===== src/rtl/register_bank_sweep_pkg.sv =====
// Shared definitions for the register bank: sweep FSM encoding and fill words.
package register_bank_sweep_pkg;

    typedef enum logic {
        IDLE  = 1'b0,
        SWEEP = 1'b1
    } state_e;

    localparam int MAX_BITS = 32;

    // Sliced down to NrOfBits by the users.
    localparam logic [MAX_BITS-1:0] FILL_ZEROS = '0;
    localparam logic [MAX_BITS-1:0] FILL_ONES  = '1;

endpackage


===== src/rtl/register_bank_sweep_ctrl.sv =====
// Sweep controller: walks ptr 0..Depth-1 writing the latched fill word, one entry per en edge.
// Busy is registered; start is a combinational strobe on the accepting edge; no backpressure.
module register_bank_sweep_ctrl
    import register_bank_sweep_pkg::*;
#(
    parameter int NrOfBits = 8,
    parameter int Depth    = 16,
    parameter int AddrBits = $clog2(Depth)
) (
    input  logic                clk_i,
    input  logic                rst_i,
    input  logic                en_i,
    input  logic                clr_req_i,
    input  logic                pre_req_i,
    output logic                start_o,
    output logic                busy_o,
    output logic                sweep_we_o,
    output logic [AddrBits-1:0] sweep_addr_o,
    output logic [NrOfBits-1:0] sweep_data_o
);

    localparam logic [AddrBits-1:0] LAST = AddrBits'(Depth - 1);

    state_e              state_q, state_d;
    logic [AddrBits-1:0] ptr_q, ptr_d;
    logic [NrOfBits-1:0] fill_q, fill_d;

    always_ff @(posedge clk_i or posedge rst_i) begin
        if (rst_i) begin
            state_q <= IDLE;
            ptr_q   <= '0;
            fill_q  <= '0;
        end else begin
            state_q <= state_d;
            ptr_q   <= ptr_d;
            fill_q  <= fill_d;
        end
    end

    always_comb begin
        state_d    = state_q;
        ptr_d      = ptr_q;
        fill_d     = fill_q;
        start_o    = 1'b0;
        sweep_we_o = 1'b0;
        case (state_q)
            IDLE: begin
                if (en_i && (clr_req_i || pre_req_i)) begin
                    start_o = 1'b1;
                    // Clear takes precedence when both requests arrive together.
                    fill_d  = clr_req_i ? FILL_ZEROS[NrOfBits-1:0] : FILL_ONES[NrOfBits-1:0];
                    ptr_d   = '0;
                    state_d = SWEEP;
                end
            end
            SWEEP: begin
                if (en_i) begin
                    sweep_we_o = 1'b1;
                    if (ptr_q == LAST) begin
                        state_d = IDLE;
                    end else begin
                        ptr_d = ptr_q + AddrBits'(1);
                    end
                end
            end
            default: state_d = IDLE;
        endcase
    end

    assign busy_o       = (state_q == SWEEP);
    assign sweep_addr_o = ptr_q;
    assign sweep_data_o = fill_q;

endmodule


===== src/rtl/register_bank_sweep.sv =====
// Depth x NrOfBits register bank, one write port, 1-clock registered read, sweep clear/preset.
// Reads/writes are dropped while Busy or on a sweep-start edge; cs only gates the outputs.
module register_bank_sweep
    import register_bank_sweep_pkg::*;
#(
    parameter  int NrOfBits = 8,
    parameter  int Depth    = 16,
    localparam int AddrBits = $clog2(Depth)
) (
    input  logic                Clock,
    input  logic                Reset,
    input  logic                ClockEnable,
    input  logic                Tick,
    input  logic                cs,
    input  logic                WrEn,
    input  logic [AddrBits-1:0] WrAddr,
    input  logic [NrOfBits-1:0] WrData,
    input  logic                RdEn,
    input  logic [AddrBits-1:0] RdAddr,
    output logic [NrOfBits-1:0] RdData,
    output logic                RdValid,
    input  logic                ClrReq,
    input  logic                PreReq,
    output logic                Busy
);

    localparam logic [AddrBits:0] DEPTH_W = (AddrBits + 1)'(Depth);

    logic                en;
    logic                start;
    logic                busy;
    logic                sweep_we;
    logic [AddrBits-1:0] sweep_addr;
    logic [NrOfBits-1:0] sweep_data;
    logic                wr_in_range, rd_in_range;
    logic                user_we, rd_fire;
    logic [NrOfBits-1:0] rd_word;

    logic [NrOfBits-1:0] mem_q [Depth];
    logic [NrOfBits-1:0] rd_data_q;
    logic                rd_valid_q;

    assign en = ClockEnable & Tick;

    register_bank_sweep_ctrl #(
        .NrOfBits (NrOfBits),
        .Depth    (Depth),
        .AddrBits (AddrBits)
    ) u_ctrl (
        .clk_i        (Clock),
        .rst_i        (Reset),
        .en_i         (en),
        .clr_req_i    (ClrReq),
        .pre_req_i    (PreReq),
        .start_o      (start),
        .busy_o       (busy),
        .sweep_we_o   (sweep_we),
        .sweep_addr_o (sweep_addr),
        .sweep_data_o (sweep_data)
    );

    assign wr_in_range = ({1'b0, WrAddr} < DEPTH_W);
    assign rd_in_range = ({1'b0, RdAddr} < DEPTH_W);
    assign user_we     = en & WrEn & wr_in_range & ~busy & ~start;
    assign rd_fire     = en & RdEn & ~busy & ~start;
    assign rd_word     = rd_in_range ? mem_q[RdAddr] : '0;

    always_ff @(posedge Clock or posedge Reset) begin
        if (Reset) begin
            for (int i = 0; i < Depth; i++) begin
                mem_q[i] <= '0;
            end
        end else if (sweep_we) begin
            mem_q[sweep_addr] <= sweep_data;
        end else if (user_we) begin
            mem_q[WrAddr] <= WrData;
        end
    end

    // Valid is re-evaluated every clock so it is a single-cycle pulse even with Tick low.
    always_ff @(posedge Clock or posedge Reset) begin
        if (Reset) begin
            rd_data_q  <= '0;
            rd_valid_q <= 1'b0;
        end else begin
            rd_valid_q <= rd_fire;
            if (rd_fire) begin
                rd_data_q <= rd_word;
            end
        end
    end

    assign RdData  = cs ? '0 : rd_data_q;
    assign RdValid = ~cs & rd_valid_q;
    assign Busy    = busy;

endmodule

===== config.mk =====
export PLATFORM = sky130hd
export DESIGN_NAME = register_bank_sweep
export DESIGN_NICKNAME = d
export VERILOG_FILES = /design/src/rtl/register_bank_sweep_pkg.sv /design/src/rtl/register_bank_sweep_ctrl.sv /design/src/rtl/register_bank_sweep.sv
export SDC_FILE = /design/constraint.sdc
export NUM_CORES = 1
export LEC_CHECK = 0
export CORE_UTILIZATION = 55
export CTS_BUF_LIST = sky130_fd_sc_hd__clkbuf_16
export DETAILED_ROUTE_END_ITERATION = 8
export PLACE_DENSITY_LB_ADDON = 0.2
export SYNTH_ARGS = -nofsm -noshare
export SYNTH_HDL_FRONTEND = slang
export SYNTH_HIERARCHICAL = 1
export SYNTH_SLANG_ARGS = --single-unit

===== constraint.sdc =====
create_clock -name Clock -period 5.12 [get_ports Clock]
set_input_delay 0.768 -clock Clock [delete_from_list [all_inputs] [get_ports Clock]]
set_output_delay 0.768 -clock Clock [all_outputs]
set_load 0.005 [all_outputs]

==> impl_metrics.csv <==
group,metric,value,unit
cts,cts_hold_buf,0,
worst_setup_path,worstPathArrival,3420,ps
worst_setup_path,crit_top_cell,"inv_1",
job,drv_cap,0,
die,die_area,15870,um2
global_routing,top_usage_layer,"met2",
sta,fmax,320.9,MHz
synthesis,ys_types,38,
worst_setup_path,cp_max_fo,13,
sta,rsz0062_at_grt,"no",
synthesis,netlist.area_leader.share,0.4233,
final_layout,fin_cells,838,
global_routing,grt_pass1_wl,36430,um
cts,cts_setup_buffers,0,
cts,clk_latency,420,ps
cts,cts_tree,"done",
die,row_count,44,
final_layout,layout-drive-gt1-share,0.3486,
global_routing,overflow,0,
cts,cts.repair.resized,0,
sta,setup_slack,2004,ps
synthesis,postSynthNetCount,673,
power_and_ir_drop,powerDensity,350.4,nW/um2
global_routing,antenna_found_initial,0,
power_and_ir_drop,total_power,3260,uW
global_routing,grt_max_degree,72,
sta,fin_skew,6.213,ps
final_layout,fillers,1116,
synthesis,syn_area,8453,um2
final_layout,layout.nets,668,
synthesis,yosysWarnings,6,
power_and_ir_drop,p_leak,0.003850,uW
worst_setup_path,crit_slowest_cell,"or3b_1",
die,initial_core_util,0.5729,
placement,place_ws,1612,ps
worst_setup_path,r2r_cells,6,
routing,vias_per_cell,7.032,
global_routing,grt_use_total,0.3082,
placement,dp.cells,807,
final_layout,area_growth,10.05,%
cts,clk_pin_slew,60,ps
worst_setup_path,required,5430,ps
sta,setup_tns,0,ps
cts,h-tree-depth,4,
routing,via_count,5893,
sta,finalSetupViolations,0,
die,core,14750,um2
synthesis,ys_top_cells_by_area,"dfrtp_1, mux2_2, o2bb2ai_1",
placement,io_buffers,34,
global_routing,met1_usage,0.4310,
sta,relSlewSlack,0.2912,
worst_setup_path,setup.worst_path.start,"Tick",
outcome,outcome,"finished clean",
sta,slew_viol_final,0,
routing,routedWlPerCell,27.39,um
synthesis,syn_avg_cell_area,13.07,um2
worst_setup_path,cp-start-kind,"primary input",
die,pin_count,35,
synthesis,synth-edff-count,0,
routing,wl,22960,um
placement,dp_hpwl,15200,um
synthesis,ys_top_cells_by_count,"dfrtp_1, mux2_2, o2bb2ai_1",
global_routing,grt_pass1_vias,6151,
placement,gp_congestion,0.8294,
worst_setup_path,path_cells,"clkdlybuf4s50_1, nand2_1, inv_1, nand2_2, inv_1, or3b_1, nor3_4, o2bb2ai_4, mux2_2",
worst_setup_path,path_class,"primary input to flop",
cts,cts_buffers,17,
sta,min_period,3116,ps
final_layout,n_antenna_cell,0,
global_routing,grt.met2_usage,0.4781,
synthesis,synthCells,647,
worst_setup_path,end_kind,"flop",
synthesis,async_flop_share,1.000,
sta,period_share,0.6086,
die,fp.dieW,126.0,um
global_routing,use_met3,0.05650,
cts,cts_sinks,143,
routing,drt_first_pass_iters,5,
synthesis,synthFlopType,"dfrtp_1",
routing,antenna_left,0,
worst_hold_path,worstHoldPathType,"flop to flop",
worst_setup_path,worstReg2RegEnd,"mem_q[117]",
worst_setup_path,cp-endpoint,"mem_q[117]",
worst_setup_path,r2r_slack,2460,ps
worst_setup_path,crit-reg2reg-launch,"u_ctrl/busy_o",
sta,worstMarginPinSlew,1063,ps
synthesis,yosysTopAreaCell,"dfrtp_1",
power_and_ir_drop,vdd_drop_max,365.5,uV
synthesis,ys_ff_latch,143,
synthesis,yosysSeqAreaShare,0.4233,
cts,clock_path_buffers,2,
worst_setup_path,cpPeakStageDelay,600,ps
cts,cts_root_buf,"clkbuf_16",
sta,hold_violations,0,
routing,drcViolationCount,0,
die,die_h,126.0,um
routing,drtIter0Drc,554,
synthesis,synth_most_common_cell,"dfrtp_1",
layout by cell type (no fill, tap or decap), types with 2 or more instances in the layout:
| cell type | netlist | final |
|---|---|---|
| a211o_1 | 5 | 5 |
| a21oi_1 | 7 | 7 |
| a22o_1 | 5 | 5 |
| buf_4 | 12 | 4 |
| bufinv_16 | 0 | 2 |
| clkbuf_16 | 0 | 17 |
| clkdlybuf4s50_1 | 0 | 33 |
| clkinv_1 | 0 | 3 |
| clkinv_2 | 0 | 5 |
| dfrtp_1 | 143 | 143 |
| inv_1 | 5 | 8 |
| mux2_1 | 2 | 2 |
| mux2_2 | 129 | 129 |
| mux2i_1 | 14 | 14 |
| mux4_2 | 32 | 32 |
| nand2_1 | 24 | 24 |
| nand2b_1 | 3 | 3 |
| nand3_1 | 9 | 9 |
| nand4_1 | 2 | 2 |
| nor2_1 | 5 | 5 |
| nor2_2 | 4 | 4 |
| nor2_4 | 8 | 8 |
| nor2b_1 | 19 | 19 |
| nor3_4 | 4 | 4 |
| o21ai_0 | 6 | 6 |
| o2bb2ai_1 | 129 | 129 |
| o2bb2ai_2 | 8 | 8 |
| o2bb2ai_4 | 8 | 8 |
| or3_1 | 2 | 2 |
| or3b_1 | 2 | 2 |
critical path: cells and delay by family:
kind | cells | cell delay, ps
simple gates | 4 | 1330
buf+inv | 3 | 670
compound gates | 1 | 260
mux | 1 | 380
where the power goes:
group	internal (uW)	total, uW	switching, uW
logic	272	707	434
clock network	695	1160	461
registers	1260	1400	139
total	2220	3260	1040
routing by layer:
metal | up-vias | share of wire
li1 | 2512 | -
met4 | 0 | 0.026
met5 | - | 0
met2 | 280 | 0.47
met3 | 48 | 0.067
met1 | 3053 | 0.44
kinds of logic after synthesis:
family / count (synthesis) / share of synthesized area
fa+ha+maj: 1 / 0.001480
mux: 177 / 0.2763
compound gates: 170 / 0.1939
flops: 143 / 0.4233
simple gates: 87 / 0.06542
buf+inv: 69 / 0.03952
state kept, by name, indices dropped and copies added, names as in the netlist:
signal	flops
mem_q	128
rd_data_q	8
u_ctrl/sweep_addr_o	4
rd_valid_q	1
u_ctrl/busy_o	1
u_ctrl/sweep_data_o	1
metrics by stage:
| step | area (um2) | utilization | hold WS (ps) |
|---|---|---|---|
| after global routing | 9303 | 0.6305 | 499.5 |
| final | 9303 | 0.6305 | 474.6 |
| after floorplan | 8453 | - | 442.2 |
| after detailed placement | 8766 | 0.5941 | 468.6 |
| after global placement | 8766 | 0.5941 | 456.5 |
| after CTS | 9303 | 0.6305 | 481.1 |
worst min path at each step:
| stage | from | endpoint | cells after the start |
|---|---|---|---|
| floorplan | rd_data_q[3] | rd_data_q[3] | 2 |
| global placement | rd_data_q[7] | rd_data_q[7] | 2 |
| detailed placement | rd_data_q[7] | rd_data_q[7] | 2 |
| CTS | rd_data_q[7] | rd_data_q[7] | 2 |
| global route | mem_q[119] | mem_q[119] | 1 |
| finish | rd_data_q[7] | rd_data_q[7] | 2 |
final cells by class:
| cell class | count | area (um2) | area share |
|---|---|---|---|
| multi-input cells | 435 | 4547 | 0.4888 |
| flip-flops and latches | 143 | 3578 | 0.3847 |
| clock buffers | 17 | 425.4 | 0.04573 |
| repair buffers | 39 | 385.4 | 0.04143 |
| well taps | 184 | 230.2 | 0.02475 |
| clock inverters | 14 | 111.4 | 0.01197 |
| inverters | 6 | 25.02 | 0.002690 |
Power figures use the tool's default switching activity.
